--- config.mk ---
export PLATFORM = sky130hd
export DESIGN_NAME = tdp_ram_param_flat
export DESIGN_NICKNAME = d
export VERILOG_FILES = /design/src/rtl/tdp_ram_param_if.sv /design/src/rtl/tdp_ram_param.sv /design/src/flat_wrapper.sv
export SDC_FILE = /design/constraint.sdc
export NUM_CORES = 1
export LEC_CHECK = 0
export ABC_AREA = 1
export ABC_CLOCK_PERIOD_IN_PS = 3800
export CAP_MARGIN = 10
export CORE_MARGIN = 4
export CORE_UTILIZATION = 43
export DETAILED_ROUTE_END_ITERATION = 8
export PLACE_DENSITY_LB_ADDON = 0.15
export SKIP_CTS_REPAIR_TIMING = 1
export SLEW_MARGIN = 25
export SYNTH_ARGS = -nofsm -noshare
export SYNTH_HDL_FRONTEND = slang
export SYNTH_SLANG_ARGS = --single-unit
--- constraint.sdc ---
create_clock -name clk -period 3.8 [get_ports clk]
set_clock_uncertainty 0.1 [all_clocks]
set_input_delay 0.76 -clock clk [delete_from_list [all_inputs] [get_ports clk]]
set_output_delay 0.76 -clock clk [all_outputs]
set_load 0.05 [all_outputs]
--- src/rtl/tdp_ram_param_if.sv ---
// ---------------------------------------------------------------------------
// tdp_ram_param_if
//   Bundle of the two access ports plus the clear-engine handshake of the
//   shared scratch RAM. clk/rst are not part of the bundle.
//
//   Parameters: WIDTH (data bits), DEPTH (words); ADDR_W is derived.
//   Signals:
//     clr, busy                          clear request / clear engine active
//     a_en, a_we, a_addr, a_din          port A request
//     a_dout, a_valid                    port A read return
//     b_en, b_we, b_addr, b_din          port B request
//     b_dout, b_valid                    port B read return
//     collision                          both ports wrote the same word
//   Modports: master (the requesting side), slave (the RAM).
// ---------------------------------------------------------------------------
interface tdp_ram_param_if #(
  parameter int WIDTH = 8,
  parameter int DEPTH = 4
);
  localparam int ADDR_W = ($clog2(DEPTH) < 1) ? 1 : $clog2(DEPTH);

  logic              clr;
  logic              busy;
  logic              a_en;
  logic              a_we;
  logic [ADDR_W-1:0] a_addr;
  logic [WIDTH-1:0]  a_din;
  logic [WIDTH-1:0]  a_dout;
  logic              a_valid;
  logic              b_en;
  logic              b_we;
  logic [ADDR_W-1:0] b_addr;
  logic [WIDTH-1:0]  b_din;
  logic [WIDTH-1:0]  b_dout;
  logic              b_valid;
  logic              collision;

  modport master (
    output clr, a_en, a_we, a_addr, a_din, b_en, b_we, b_addr, b_din,
    input  busy, a_dout, a_valid, b_dout, b_valid, collision
  );

  modport slave (
    input  clr, a_en, a_we, a_addr, a_din, b_en, b_we, b_addr, b_din,
    output busy, a_dout, a_valid, b_dout, b_valid, collision
  );
endinterface

--- src/rtl/tdp_ram_param.sv ---
// ---------------------------------------------------------------------------
// tdp_ram_param
//   Single-clock true dual-port RAM used as shared scratch store between two
//   masters. Configurable width/depth, cross-port read-during-write mode,
//   port-A-wins write arbitration with a collision pulse, read latency of 1
//   or 2 cycles with valid strobes, and a word-by-word clear engine.
//
//   Ports:
//     clk   rising-edge clock
//     rst   asynchronous active-high reset (control and output registers;
//           memory contents are left untouched)
//     bus   tdp_ram_param_if.slave: clr/busy, port A, port B, collision
//
//   Parameters:
//     WIDTH    data width (>=1)
//     DEPTH    number of words (>=2, any value)
//     RD_LAT   1 or 2 cycles from accepting edge to data
//     RDW_MODE 0 = reader sees old word, 1 = reader sees the other port's din
// ---------------------------------------------------------------------------
module tdp_ram_param #(
  parameter int WIDTH    = 8,
  parameter int DEPTH    = 4,
  parameter int RD_LAT   = 1,
  parameter int RDW_MODE = 0
) (
  input  logic            clk,
  input  logic            rst,
  tdp_ram_param_if.slave  bus
);
  localparam int ADDR_W = ($clog2(DEPTH) < 1) ? 1 : $clog2(DEPTH);
  // One extra bit so DEPTH itself is representable for the range check.
  localparam logic [ADDR_W:0]   DEPTH_C = (ADDR_W+1)'(DEPTH);
  localparam logic [ADDR_W-1:0] LAST_C  = ADDR_W'(DEPTH - 1);

  typedef enum logic {ST_IDLE, ST_CLEAR} state_t;

  logic [WIDTH-1:0] mem [DEPTH];

  // Request decode
  logic a_in_rng, a_acc, a_wr, a_rd;
  logic b_in_rng, b_acc, b_wr, b_rd, b_wr_eff;
  logic same_addr;
  logic [WIDTH-1:0] a_rdata, b_rdata;

  // Clear engine
  state_t            state_q, state_d;
  logic [ADDR_W-1:0] cnt_q, cnt_d;
  logic              busy_q, busy_d;
  logic              clr_wr;

  // First output stage and collision flag
  logic [WIDTH-1:0] a_dout_p0_q, a_dout_p0_d;
  logic [WIDTH-1:0] b_dout_p0_q, b_dout_p0_d;
  logic             a_vld_p0_q, a_vld_p0_d;
  logic             b_vld_p0_q, b_vld_p0_d;
  logic             collision_q, collision_d;

  always_comb begin
    a_in_rng  = ({1'b0, bus.a_addr} < DEPTH_C);
    b_in_rng  = ({1'b0, bus.b_addr} < DEPTH_C);
    a_acc     = bus.a_en & ~busy_q;
    b_acc     = bus.b_en & ~busy_q;
    a_wr      = a_acc &  bus.a_we & a_in_rng;
    b_wr      = b_acc &  bus.b_we & b_in_rng;
    a_rd      = a_acc & ~bus.a_we;
    b_rd      = b_acc & ~bus.b_we;
    same_addr = (bus.a_addr == bus.b_addr);
    // Port A owns the word when both ports write it in the same cycle.
    b_wr_eff  = b_wr & ~(a_wr & same_addr);
  end

  // Read data: out-of-range reads return zero; a cross-port write to the
  // same word either is invisible (read-first) or forwards its din.
  always_comb begin
    a_rdata = '0;
    b_rdata = '0;
    if (a_in_rng) begin
      if (RDW_MODE == 1 && b_wr && same_addr) a_rdata = bus.b_din;
      else                                    a_rdata = mem[bus.a_addr];
    end
    if (b_in_rng) begin
      if (RDW_MODE == 1 && a_wr && same_addr) b_rdata = bus.a_din;
      else                                    b_rdata = mem[bus.b_addr];
    end
  end

  always_comb begin
    state_d = state_q;
    cnt_d   = cnt_q;
    busy_d  = busy_q;
    clr_wr  = 1'b0;
    case (state_q)
      ST_IDLE: begin
        if (bus.clr) begin
          state_d = ST_CLEAR;
          busy_d  = 1'b1;
          cnt_d   = '0;
        end
      end
      ST_CLEAR: begin
        clr_wr = 1'b1;
        if (cnt_q == LAST_C) begin
          state_d = ST_IDLE;
          busy_d  = 1'b0;
          cnt_d   = '0;
        end else begin
          cnt_d = cnt_q + ADDR_W'(1);
        end
      end
      default: begin
        state_d = ST_IDLE;
        busy_d  = 1'b0;
        cnt_d   = '0;
      end
    endcase
  end

  always_ff @(posedge clk or posedge rst) begin
    if (rst) begin
      state_q <= ST_IDLE;
      cnt_q   <= '0;
      busy_q  <= 1'b0;
    end else begin
      state_q <= state_d;
      cnt_q   <= cnt_d;
      busy_q  <= busy_d;
    end
  end

  // Memory array has no reset. Clear writes never overlap port writes
  // because ports are blocked while busy.
  always_ff @(posedge clk) begin
    if (clr_wr)   mem[cnt_q]      <= '0;
    if (b_wr_eff) mem[bus.b_addr] <= bus.b_din;
    if (a_wr)     mem[bus.a_addr] <= bus.a_din;
  end

  // ---- stage p0: capture read data at the accepting edge ----
  always_comb begin
    a_dout_p0_d = a_rd ? a_rdata : a_dout_p0_q;
    b_dout_p0_d = b_rd ? b_rdata : b_dout_p0_q;
    a_vld_p0_d  = a_rd;
    b_vld_p0_d  = b_rd;
    collision_d = a_wr & b_wr & same_addr;
  end

  always_ff @(posedge clk or posedge rst) begin
    if (rst) begin
      a_dout_p0_q <= '0;
      b_dout_p0_q <= '0;
      a_vld_p0_q  <= 1'b0;
      b_vld_p0_q  <= 1'b0;
      collision_q <= 1'b0;
    end else begin
      a_dout_p0_q <= a_dout_p0_d;
      b_dout_p0_q <= b_dout_p0_d;
      a_vld_p0_q  <= a_vld_p0_d;
      b_vld_p0_q  <= b_vld_p0_d;
      collision_q <= collision_d;
    end
  end

  // ---- stage p1: optional output register for two-cycle latency ----
  generate
    if (RD_LAT == 2) begin : g_lat2
      logic [WIDTH-1:0] a_dout_p1_q, a_dout_p1_d;
      logic [WIDTH-1:0] b_dout_p1_q, b_dout_p1_d;
      logic             a_vld_p1_q, a_vld_p1_d;
      logic             b_vld_p1_q, b_vld_p1_d;

      always_comb begin
        a_dout_p1_d = a_vld_p0_q ? a_dout_p0_q : a_dout_p1_q;
        b_dout_p1_d = b_vld_p0_q ? b_dout_p0_q : b_dout_p1_q;
        a_vld_p1_d  = a_vld_p0_q;
        b_vld_p1_d  = b_vld_p0_q;
      end

      always_ff @(posedge clk or posedge rst) begin
        if (rst) begin
          a_dout_p1_q <= '0;
          b_dout_p1_q <= '0;
          a_vld_p1_q  <= 1'b0;
          b_vld_p1_q  <= 1'b0;
        end else begin
          a_dout_p1_q <= a_dout_p1_d;
          b_dout_p1_q <= b_dout_p1_d;
          a_vld_p1_q  <= a_vld_p1_d;
          b_vld_p1_q  <= b_vld_p1_d;
        end
      end

      assign bus.a_dout  = a_dout_p1_q;
      assign bus.b_dout  = b_dout_p1_q;
      assign bus.a_valid = a_vld_p1_q;
      assign bus.b_valid = b_vld_p1_q;
    end else begin : g_lat1
      assign bus.a_dout  = a_dout_p0_q;
      assign bus.b_dout  = b_dout_p0_q;
      assign bus.a_valid = a_vld_p0_q;
      assign bus.b_valid = b_vld_p0_q;
    end
  endgenerate

  assign bus.busy      = busy_q;
  assign bus.collision = collision_q;

endmodule

--- src/flat_wrapper.sv ---
// flat-port wrapper written by rule: the top's interface ports become plain ports
module tdp_ram_param_flat 
#(
  parameter int WIDTH    = 8,
  parameter int DEPTH    = 4,
  parameter int RD_LAT   = 1,
  parameter int RDW_MODE = 0
)
  (clk, rst, bus_clr, bus_a_en, bus_a_we, bus_a_addr, bus_a_din, bus_b_en, bus_b_we, bus_b_addr, bus_b_din, bus_busy, bus_a_dout, bus_a_valid, bus_b_dout, bus_b_valid, bus_collision);
  tdp_ram_param_if #(.WIDTH(WIDTH), .DEPTH(DEPTH)) bus_i ();
  input  logic clk;
  input  logic rst;
  input wire logic [$bits(bus_i.clr)-1:0] bus_clr;
  input wire logic [$bits(bus_i.a_en)-1:0] bus_a_en;
  input wire logic [$bits(bus_i.a_we)-1:0] bus_a_we;
  input wire logic [$bits(bus_i.a_addr)-1:0] bus_a_addr;
  input wire logic [$bits(bus_i.a_din)-1:0] bus_a_din;
  input wire logic [$bits(bus_i.b_en)-1:0] bus_b_en;
  input wire logic [$bits(bus_i.b_we)-1:0] bus_b_we;
  input wire logic [$bits(bus_i.b_addr)-1:0] bus_b_addr;
  input wire logic [$bits(bus_i.b_din)-1:0] bus_b_din;
  output wire logic [$bits(bus_i.busy)-1:0] bus_busy;
  output wire logic [$bits(bus_i.a_dout)-1:0] bus_a_dout;
  output wire logic [$bits(bus_i.a_valid)-1:0] bus_a_valid;
  output wire logic [$bits(bus_i.b_dout)-1:0] bus_b_dout;
  output wire logic [$bits(bus_i.b_valid)-1:0] bus_b_valid;
  output wire logic [$bits(bus_i.collision)-1:0] bus_collision;
  assign bus_i.clr = bus_clr;
  assign bus_i.a_en = bus_a_en;
  assign bus_i.a_we = bus_a_we;
  assign bus_i.a_addr = bus_a_addr;
  assign bus_i.a_din = bus_a_din;
  assign bus_i.b_en = bus_b_en;
  assign bus_i.b_we = bus_b_we;
  assign bus_i.b_addr = bus_b_addr;
  assign bus_i.b_din = bus_b_din;
  assign bus_busy = bus_i.busy;
  assign bus_a_dout = bus_i.a_dout;
  assign bus_a_valid = bus_i.a_valid;
  assign bus_b_dout = bus_i.b_dout;
  assign bus_b_valid = bus_i.b_valid;
  assign bus_collision = bus_i.collision;
  tdp_ram_param #(.WIDTH(WIDTH), .DEPTH(DEPTH), .RD_LAT(RD_LAT), .RDW_MODE(RDW_MODE)) u_core (.clk(clk), .rst(rst), .bus(bus_i));
endmodule
==> Word-level counts from Yosys, hierarchy flattened <==
Memory sizes are Yosys's and may differ from the RTL's. A register that Yosys moved wholly into a read port is not among the register bits.
Index checks and enable logic that the tools add are counted.
W data, S select, Z words.
{ "op_classes": {"eq_ne": 4, "n_mux": 16, "n_reduce_logical": 1, "bitwise": 15, "add_sub_neg": 1} }
{ "ops": {"columns": ["cell", "count"], "rows": [
  ["$mux W1", 11],
  ["$and A1 B1 Y1", 10],
  ["$not A1 Y1", 5],
  ["$mux W2", 2],
  ["$ne A2 B2 Y1 const B", 2],
  ["$pmux W1 S2", 2],
  ["$pmux W2 S2", 1],
  ["$add A2 B1 Y2 const B", 1],
  ["$eq A2 B2 Y1", 1],
  ["$eq A2 B2 Y1 const B", 1],
  ["$reduce_and A2 Y1", 1]
]} }
{ "totals": {"reg_bits": 7, "ramBits": 32, "memories": 1, "word_cells": 44} }
{ "mem_list": {"columns": ["name", "depth", "width", "read_ports", "rd_ports_with_merged_regs", "write_ports", "line_no", "text"], "rows": [
  ["u_core.mem", 4, 8, 2, 2, 3, "tdp_ram_param.sv:37", "logic [WIDTH-1:0] mem [DEPTH];"]
]} }

==> Logic depth before layout (Yosys ltp) <==
Gate-level depths: netlist (run 1).
{ "logic_depth": {"depth_word": 8, "depth_mapped": 8, "ltp_nobuf": 6} }

==> Least setup slack after synthesis (run 1) <==
OpenSTA, ideal clock, no wires.
{ "synth_timing": {"path_type": "input port to flip-flop", "from": "input bus_a_addr[0]", "to": "memory u_core.mem[1][0] (enable)", "arrival_time_ns": 1.587, "slack_ns": 1.785, "setup_time_ns": 0.329, "path_stages": 5, "t_required_ns": 3.371, "path_buffers": 1, "path_cell_list": "buf_4 -> inv_2 -> nor3_2 -> a21oi_1 -> nand2_1"} }
{ "synth_lines": {"columns": ["element", "line_no", "text"], "rows": [
  ["from (decl)", "flat_wrapper.sv:16", "input wire logic [$bits(bus_i.a_addr)-1:0] bus_a_addr;"],
  ["to (decl)", "tdp_ram_param.sv:37", null]
]} }

==> reports/results.ini, run 1 <==
[run_status]
status=complete, no violations

[yosys]
ys.warnings.count=0
yosys.area.top_type=edfxtp_1
avgSynthCellArea_um2=8.38
syn_area_um2=3000
yosysSeqAreaShare_pct=51.2
synth_area_leaders=edfxtp_1, nand2_1, dfrtp_1
synth_top_area_share_pct=32.0
synth_fp_nets=389
ys_seq_elements=55
syn_inst=358
ys_types=24

[setup_path]
end_kind=flip-flop
worstPathMaxFanout=9
cp-start-kind=input pin
crit_path_end=u_core.mem[2][4]$_DFFE_PP_
slowest_delay_ns=0.63
r2r-end=u_core.mem[2][4]$_DFFE_PP_
cp_cell_sequence=clkdlybuf4s50_1 -> inv_2 -> nor3_2 -> a21oi_1 -> nand2_1
reg2reg_depth=5
r2r_start=u_core.bus.busy$_DFFE_PP0P_
reg2reg_slack_ns=1.76
cp_slowest_cell=clkdlybuf4s50_1
arrival_ns=2.39
path_class=input pin to flip-flop
startpoint=bus_a_addr[1]
worstPathRequired_ns=3.69

[cells_and_area]
antenna_cells=0
nets=434
drive_gt1_share_pct=8.42
final_common_cell=nand2_1
areaGrowthSynthToFinish_pct=21.1
layout_common_cells=nand2_1, nand4_1, clkdlybuf4s50_1

[power_and_ir_drop]
p_per_area_nw_per_um2=670
p_leak_nw=1.61
ir_drop_mv=0.296

[timing]
rsz0062_at_grt=false
drv_slew=0
timing.final.ws_setup_ns=1.30
fin_crit_ns=2.50
tns_ns=0
final_hold_viol_count=0
tightest_slew_ns=0.858
period_share_pct=65.9
max_freq_ghz=0.399
relSlewSlack_pct=42.5
whs_ns=0.386
finalSetupViolCount=0

[placement]
place_ws_ns=0.987
hpwlAfterDp_mm=5.60
gp_congestion=0.813
place.port_buffers=46

[floorplanning]
io_pins=47
die_h_um=91.5
die-area_um2=8380
start_util_pct=44.2
num_rows=30
core_um2=6790
die_x_um=91.5

[worst_hold_path]
min_path_type=flip-flop to flip-flop
min_delay_path_depth=2

[cts]
clock_latency_ns=0.31
root_buffer=clkbuf_8
path_clk_slew_ns=0.10
clockBufferDepth=2
cts-htree-levels=2
cts-buffers-inserted=5
cts_tree=done
cts_num_sinks=55

[global_routing]
grt_pass1_wl_mm=12.7
first_global_vias=2502
globalRouteTotalUtil_pct=19.2
antenna_found_initial=0
grt-ovfl-total=0
grt_max_degree=38

[route]
wire_per_inst_um=15.4
antenna_left=0
drc=0
routed_wl_mm=7.68
routed_via_density=5.27
drtIter0Drc=216
first_pass_iters=5
vias=2637

[job]
maxCapViolations=0

[synthesized netlist by cell type]
cell type and instances:
nand2_1 189, nand4_1 48, edfxtp_1 32, dfrtp_1 23
inv_1 10, inv_2 7, nor2_1 7, a21oi_1 4
buf_2 4, buf_4 4, ha_1 4, nand3_1 4
buf_8 3, nand2_2 3, nor2_2 3, nor3_2 3
buf_6 2, nor2_4 2, a22o_1 1, and3_1 1
nand3_2 1, nand3_4 1, nor3_4 1, o31ai_1 1
[kinds of logic after synthesis]
| logic type | after synthesis | synth area share (%) |
|---|---|---|
| AOI/OAI and AO/OA | 6 | 1.21 |
| and+or+nand+nor | 263 | 39.9 |
| DFF | 55 | 51.2 |
| adders and majority gates | 4 | 1.67 |
| buffers and inverters | 30 | 6.05 |
[worst max-delay path: cells and delay by family]
family	cells	cell delay (ns)
and+or+nand+nor	2	0.82
buffers and inverters	2	0.72
AOI/OAI and AO/OA	1	0.09
[worst min path at each step]
stage                                       endpoint                        startpoint  slack (ns)
floorplan                u_core.cnt_q[0]$_DFFE_PP0P_       u_core.cnt_q[0]$_DFFE_PP0P_        0.40
global placement    u_core.bus.a_dout[7]$_DFFE_PP0P_  u_core.bus.a_dout[7]$_DFFE_PP0P_        0.36
detailed placement  u_core.bus.b_dout[6]$_DFFE_PP0P_  u_core.bus.b_dout[6]$_DFFE_PP0P_        0.36
CTS                 u_core.bus.a_dout[7]$_DFFE_PP0P_  u_core.bus.a_dout[7]$_DFFE_PP0P_        0.39
global route        u_core.bus.a_dout[4]$_DFFE_PP0P_  u_core.bus.a_dout[4]$_DFFE_PP0P_        0.41
finish              u_core.bus.a_dout[7]$_DFFE_PP0P_  u_core.bus.a_dout[7]$_DFFE_PP0P_        0.39
[power breakdown]
group / total, W / switching, W / leakage, nW / internal, W
registers: 0.00105 / 0.000148 / 0.601 / 0.000900
clock network: 0.000434 / 0.000198 / 0.0626 / 0.000236
logic: 0.000950 / 0.000645 / 0.944 / 0.000305
[metrics by stage]
step | power [W] | util [%] | instances | area (um2)
3_3_place_gp | 0.00199 | 51.5 | 492 | 3500
6_report | 0.00243 | 53.5 | 500 | 3630
5_1_grt | 0.00257 | 53.5 | 500 | 3630
2_1_floorplan | 0.00166 | - | 358 | 3000
4_1_cts | 0.00244 | 53.5 | 500 | 3630
3_5_place_dp | 0.00201 | 51.5 | 492 | 3500
[cell type report]
class                      count  area [um2]
inverter                      17        63.8
tap                           96         120
fill                         637        3160
multi-input combinational    273        1280
clock inverter                 2        37.5
timing repair buffer          51         498
sequential                    55        1540
clock buffer                   6        93.8
[per-layer routing]
| metal | wire (um) | GRT usage (%) |
|---|---|---|
| met1 | 3400 | 25.9 |
| met2 | 3570 | 30.0 |
| met5 | 0 | 0 |
| met3 | 628 | 5.14 |
| met4 | 81 | 6.03 |
[flip-flops by register name (all words and copies together) (netlist names)]
name,count
u_core.cnt_q,2
u_core.bus.b_valid,1
u_core.state_q,1
u_core.bus.collision,1
u_core.bus.busy,1
u_core.bus.b_dout,8
u_core.bus.a_valid,1
u_core.mem,32
u_core.bus.a_dout,8
(Power assumes the default switching activity.)
==> run 2: changes to the inputs <==
--- a/config.mk
+++ b/config.mk
@@ -6,7 +6,7 @@
 export NUM_CORES = 1
 export LEC_CHECK = 0
 export ABC_AREA = 1
-export ABC_CLOCK_PERIOD_IN_PS = 3800
+export ABC_CLOCK_PERIOD_IN_PS = 2300
 export CAP_MARGIN = 10
 export CORE_MARGIN = 4
 export CORE_UTILIZATION = 43
==> constraint.sdc (replaced) <==
create_clock -name clk -period 2.3 [get_ports clk]
set_clock_uncertainty 0.1 [all_clocks]
set_input_delay 0.46 -clock clk [delete_from_list [all_inputs] [get_ports clk]]
set_output_delay 0.46 -clock clk [all_outputs]
set_load 0.05 [all_outputs]
==> run 2 against run 1 <==
Against the previous run:
- cell count increased by 3.2%
- sequential share of layout area decreased by 1.2 points
- largest cell class unchanged
- global-route usage increased by 0.23 points
- highest routed layer unchanged
- critical path depth decreased by 4
- non-clock buffer count increased by 16
- worst setup slack got worse by 1.1 ns
- flip-flop and latch count unchanged
- combinational power increased by 68%
- die area unchanged
==> reports/results.ini, run 2 (synthesis results as in run 1) <==
[power_and_ir_drop]
p_per_area_nw_per_um2=1070
ir_drop_mv=0.461
p_leak_nw=1.69

[setup_path]
worstPathRequired_ns=1.74
reg2reg_slack_ns=0.57
r2r_start=u_core.bus.busy$_DFFE_PP0P_
r2r-end=u_core.mem[1][7]$_DFFE_PP_
cp_slowest_cell=clkdlybuf4s50_1
arrival_ns=1.57
path_class=flip-flop to primary output
cp.buffers_inverters=1
reg2reg_depth=5
slowest_delay_ns=0.84
cp_top_family=buffers and inverters
worstPathMaxFanout=3
end_kind=primary output
cp_cell_sequence=clkdlybuf4s50_1
cp-start-kind=flip-flop

[route]
dr_wl_met2_mm=3.59
routed_via_density=5.14
routed-wl-met3_um=659
wire_per_inst_um=14.9
vias=2654
first_pass_iters=5
drtIter0Drc=225
routed_wl_mm=7.70
top_layer=met4
wl_met1_mm=3.38
antenna_left=0
drc=0

[timing]
drv_slew=0
relSlewSlack_pct=66.7
rsz0062_at_grt=false
final_hold_viol_count=0
period_share_pct=92.5
tightest_slew_ns=0.498
max_freq_ghz=0.470
tns_ns=0
fin_crit_ns=2.13
finalSetupViolCount=0

[cells_and_area]
top_register=u_core.mem
final_cells=516
layout_common_cells=nand2_1, nand4_1, clkdlybuf4s50_1
final_common_cell=nand2_1
nets=450
antenna_cells=0
areaGrowthSynthToFinish_pct=24.7
largest_register_ffs=32
drive_gt1_share_pct=11.9

[placement]
dpl.cell_count=508
gp_congestion=0.837
place.port_buffers=46
hpwlAfterDp_mm=5.77

[worst_hold_path]
min_to=u_core.bus.a_dout[1]$_DFFE_PP0P_
min_path_type=flip-flop to flip-flop
min_delay_path_depth=2
hp-start=u_core.bus.a_dout[1]$_DFFE_PP0P_

[global_routing]
antenna_found_initial=0
grt_max_degree=30
first_global_vias=2560
globalRouteTotalUtil_pct=19.4
grt_pass1_wl_mm=12.9
grt-ovfl-total=0

[cts]
cts-buffers-inserted=5
clock_latency_ns=0.30
cts_num_sinks=55
cts-htree-levels=2
path_clk_slew_ns=0.09
root_buffer=clkbuf_8
cts_tree=done
clockBufferDepth=2

[floorplanning]
start_util_pct=44.2
core_um2=6790
die-area_um2=8380
die_x_um=91.5
io_pins=47
die_h_um=91.5
num_rows=30

[job]
maxCapViolations=0

[run_status]
status=complete, no violations

==> run 2: changes by cell type in the layout (fill, tap and decap cells not counted), sizes merged <==
cell,delta
clkinv,-1
buf,+16
clkinvlp,-1
inv,+2
==> run 2: where the power goes <==
group          leakage [nW]  internal, W  switching (W)
combinational          1.03     0.000524        0.00107
sequential            0.601      0.00149       0.000230
clock                0.0618     0.000358       0.000313
==> run 2: final cells by class <==
type                    count  area [um2]
clock inverters             2        38.8
multi-input cells         273        1280
well taps                  96         120
flip-flops and latches     55        1540
fillers                   628        3050
clock buffers               6        82.6
inverters                  17        63.8
repair buffers             67         618
==> run 2: worst max path at each step <==
stage	cells past startpoint	slack, ns	endpoint	from
after global placement	7	0.09	u_core.mem[3][5]$_DFFE_PP_	bus_a_addr[1]
after CTS	1	0.16	bus_busy	u_core.bus.busy$_DFFE_PP0P_
final	1	0.17	bus_busy	u_core.bus.busy$_DFFE_PP0P_
after floorplan	6	0.35	u_core.mem[0][0]$_DFFE_PP_	u_core.bus.busy$_DFFE_PP0P_
after global routing	1	0.11	bus_busy	u_core.bus.busy$_DFFE_PP0P_
after detailed placement	7	0.08	u_core.mem[0][6]$_DFFE_PP_	bus_a_addr[1]
==> run 2: stage by stage <==
stage	setup WS (ns)	util [%]	hold WS, ns	total power [W]	cell area, um2
global placement	0.0943	53.3	0.361	0.00333	3620
global route	0.109	55.1	0.406	0.00424	3740
CTS	0.158	55.1	0.390	0.00402	3740
detailed placement	0.0834	53.3	0.365	0.00335	3620
finish	0.173	55.1	0.384	0.00399	3740
floorplan	0.348	-	0.362	0.00274	3000
==> run 2: metal layers <==
layer	vias to the layer above	track usage, %
met1	1200	27.4
met5	-	0
met4	0	4.02
li1	1320	-
met3	8	3.89
met2	126	31.0
==> run 3: changes to the inputs <==
--- a/config.mk
+++ b/config.mk
@@ -8,6 +8,7 @@
 export ABC_AREA = 1
 export ABC_CLOCK_PERIOD_IN_PS = 2300
 export CAP_MARGIN = 10
+export CORE_ASPECT_RATIO = 0.9
 export CORE_MARGIN = 4
 export CORE_UTILIZATION = 43
 export DETAILED_ROUTE_END_ITERATION = 8
==> run 3 against run 2 <==
Against the previous run:
- via count shrank 0.26%
- sequential power is essentially flat
- non-clock buffer count is the same
- clock-buffer cell count shrank 1
- first-iteration DRC count shrank 28%
- critical path depth is the same
- hold slack lost 0.00074 ns
- flip-flop and latch count is the same
- clock power shrank 3.9%
- combinational power is essentially flat
==> reports/results.ini, run 3 (synthesis results as in run 1) <==
[route]
first_pass_iters=4
drc=0
vias=2647
routed_wl_mm=7.89
routed_via_density=5.19
antenna_left=0
wire_per_inst_um=15.5
drtIter0Drc=162

[worst_hold_path]
min_path_type=input pin to asynchronous set/reset pin

[cells_and_area]
antenna_cells=0
final_cells=510
areaGrowthSynthToFinish_pct=24.2
nets=450
drive_gt1_share_pct=11.9
final_common_cell=nand2_1
top_register=u_core.mem
largest_register_ffs=32
layout_common_cells=nand2_1, nand4_1, clkdlybuf4s50_1

[placement]
gp_congestion=0.831
place.port_buffers=46
dpl.cell_count=502
hpwlAfterDp_mm=5.87

[global_routing]
first_global_vias=2513
globalRouteTotalUtil_pct=20.4
antenna_found_initial=0
grt_pass1_wl_mm=13.0
use_met3_pct=4.49
met2_usage_pct=29.4
use_met1_pct=30.6
grt_busiest_layer=met1
grt_max_degree=34
grt-ovfl-total=0

[floorplanning]
start_util_pct=44.8
die-area_um2=8380
die_h_um=87.2
core_um2=6690
io_pins=47
die_x_um=96.1
num_rows=28

[setup_path]
worstPathRequired_ns=1.74
end_kind=primary output
arrival_ns=1.58
cp-start-kind=flip-flop
worstPathMaxFanout=3
cp.buffers_inverters=1
cp_slowest_cell=clkdlybuf4s50_1
cp_cell_sequence=clkdlybuf4s50_1
path_class=flip-flop to primary output
cp_top_family=buffers and inverters
slowest_delay_ns=0.83

[timing]
period_share_pct=92.8
fin_crit_ns=2.14
tns_ns=0
rsz0062_at_grt=false
max_freq_ghz=0.468
relSlewSlack_pct=66.2
tightest_slew_ns=0.505
finalSetupViolCount=0
final_hold_viol_count=0
drv_slew=0

[cts]
cts_num_sinks=55
path_clk_slew_ns=0.10
clockBufferDepth=2
root_buffer=clkbuf_8
cts-buffers-inserted=5
clock_latency_ns=0.31
cts-htree-levels=2
cts_tree=done

[run_status]
status=complete, no violations

[power_and_ir_drop]
ir_drop_mv=0.434
p_per_area_nw_per_um2=1060
p_sw_share_pct=41.2
comb_power_share_pct=39.9
p_leak_nw=1.69
pwr-share-clk_pct=16.3
internal_power_w=0.00233
switching_power_w=0.00163
p_seq_share_pct=43.9

[job]
maxCapViolations=0

==> run 3: worst paths after layout <==
path / start / endpoint / slack [ns] / cells past startpoint
min: rst / u_core.bus.b_valid$_DFF_PP0_ / 0.38 / 3
min reg2reg: u_core.bus.a_dout[7]$_DFFE_PP0P_ / u_core.bus.a_dout[7]$_DFFE_PP0P_ / 0.38 / 2
max: u_core.bus.busy$_DFFE_PP0P_ / bus_busy / 0.16 / 1
max in group asynchronous: rst / u_core.bus.b_dout[5]$_DFFE_PP0P_ / 1.48 / 3
max reg2reg: u_core.bus.busy$_DFFE_PP0P_ / u_core.mem[0][6]$_DFFE_PP_ / 0.59 / 5
min in group clk: u_core.bus.a_dout[7]$_DFFE_PP0P_ / u_core.bus.a_dout[7]$_DFFE_PP0P_ / 0.38 / 2
==> run 3: area by class of cell <==
class	count	area, um2
clock inverter	3	43.8
tap	90	113
timing repair buffer	67	618
sequential	55	1540
clock buffer	5	68.8
fill	619	2970
inverter	17	63.8
multi-input combinational	273	1280
==> run 3: layer usage <==
layer	share of wire, %	vias up	wire (um)
met5	0	-	0
met4	1.1	0	87
li1	-	1324	-
met1	48	1202	3790
met2	42	113	3350
met3	8.4	8	663
==> run 3: through the flow <==
| step | instance area (um2) | total power, W | hold WS [ns] | utilization, % | setup WS [ns] |
|---|---|---|---|---|---|
| floorplan | 3000 | 0.00274 | 0.362 | - | 0.348 |
| global placement | 3610 | 0.00332 | 0.361 | 54.0 | 0.105 |
| detailed placement | 3610 | 0.00334 | 0.365 | 54.0 | 0.0587 |
| CTS | 3730 | 0.00399 | 0.383 | 55.7 | 0.150 |
| global route | 3730 | 0.00420 | 0.406 | 55.7 | 0.112 |
| finish | 3730 | 0.00396 | 0.383 | 55.7 | 0.165 |
==> run 3: power by group through the flow <==
| stage | registers [W] | logic (W) | clock network [W] |
|---|---|---|---|
| after detailed placement | 0.00175 | 0.00159 | 0 |
| after CTS | 0.00173 | 0.00159 | 0.000664 |
| after global placement | 0.00174 | 0.00158 | 0 |
| after global routing | 0.00178 | 0.00172 | 0.000707 |
| after floorplan | 0.00219 | 0.000550 | 0 |
| final | 0.00174 | 0.00158 | 0.000646 |
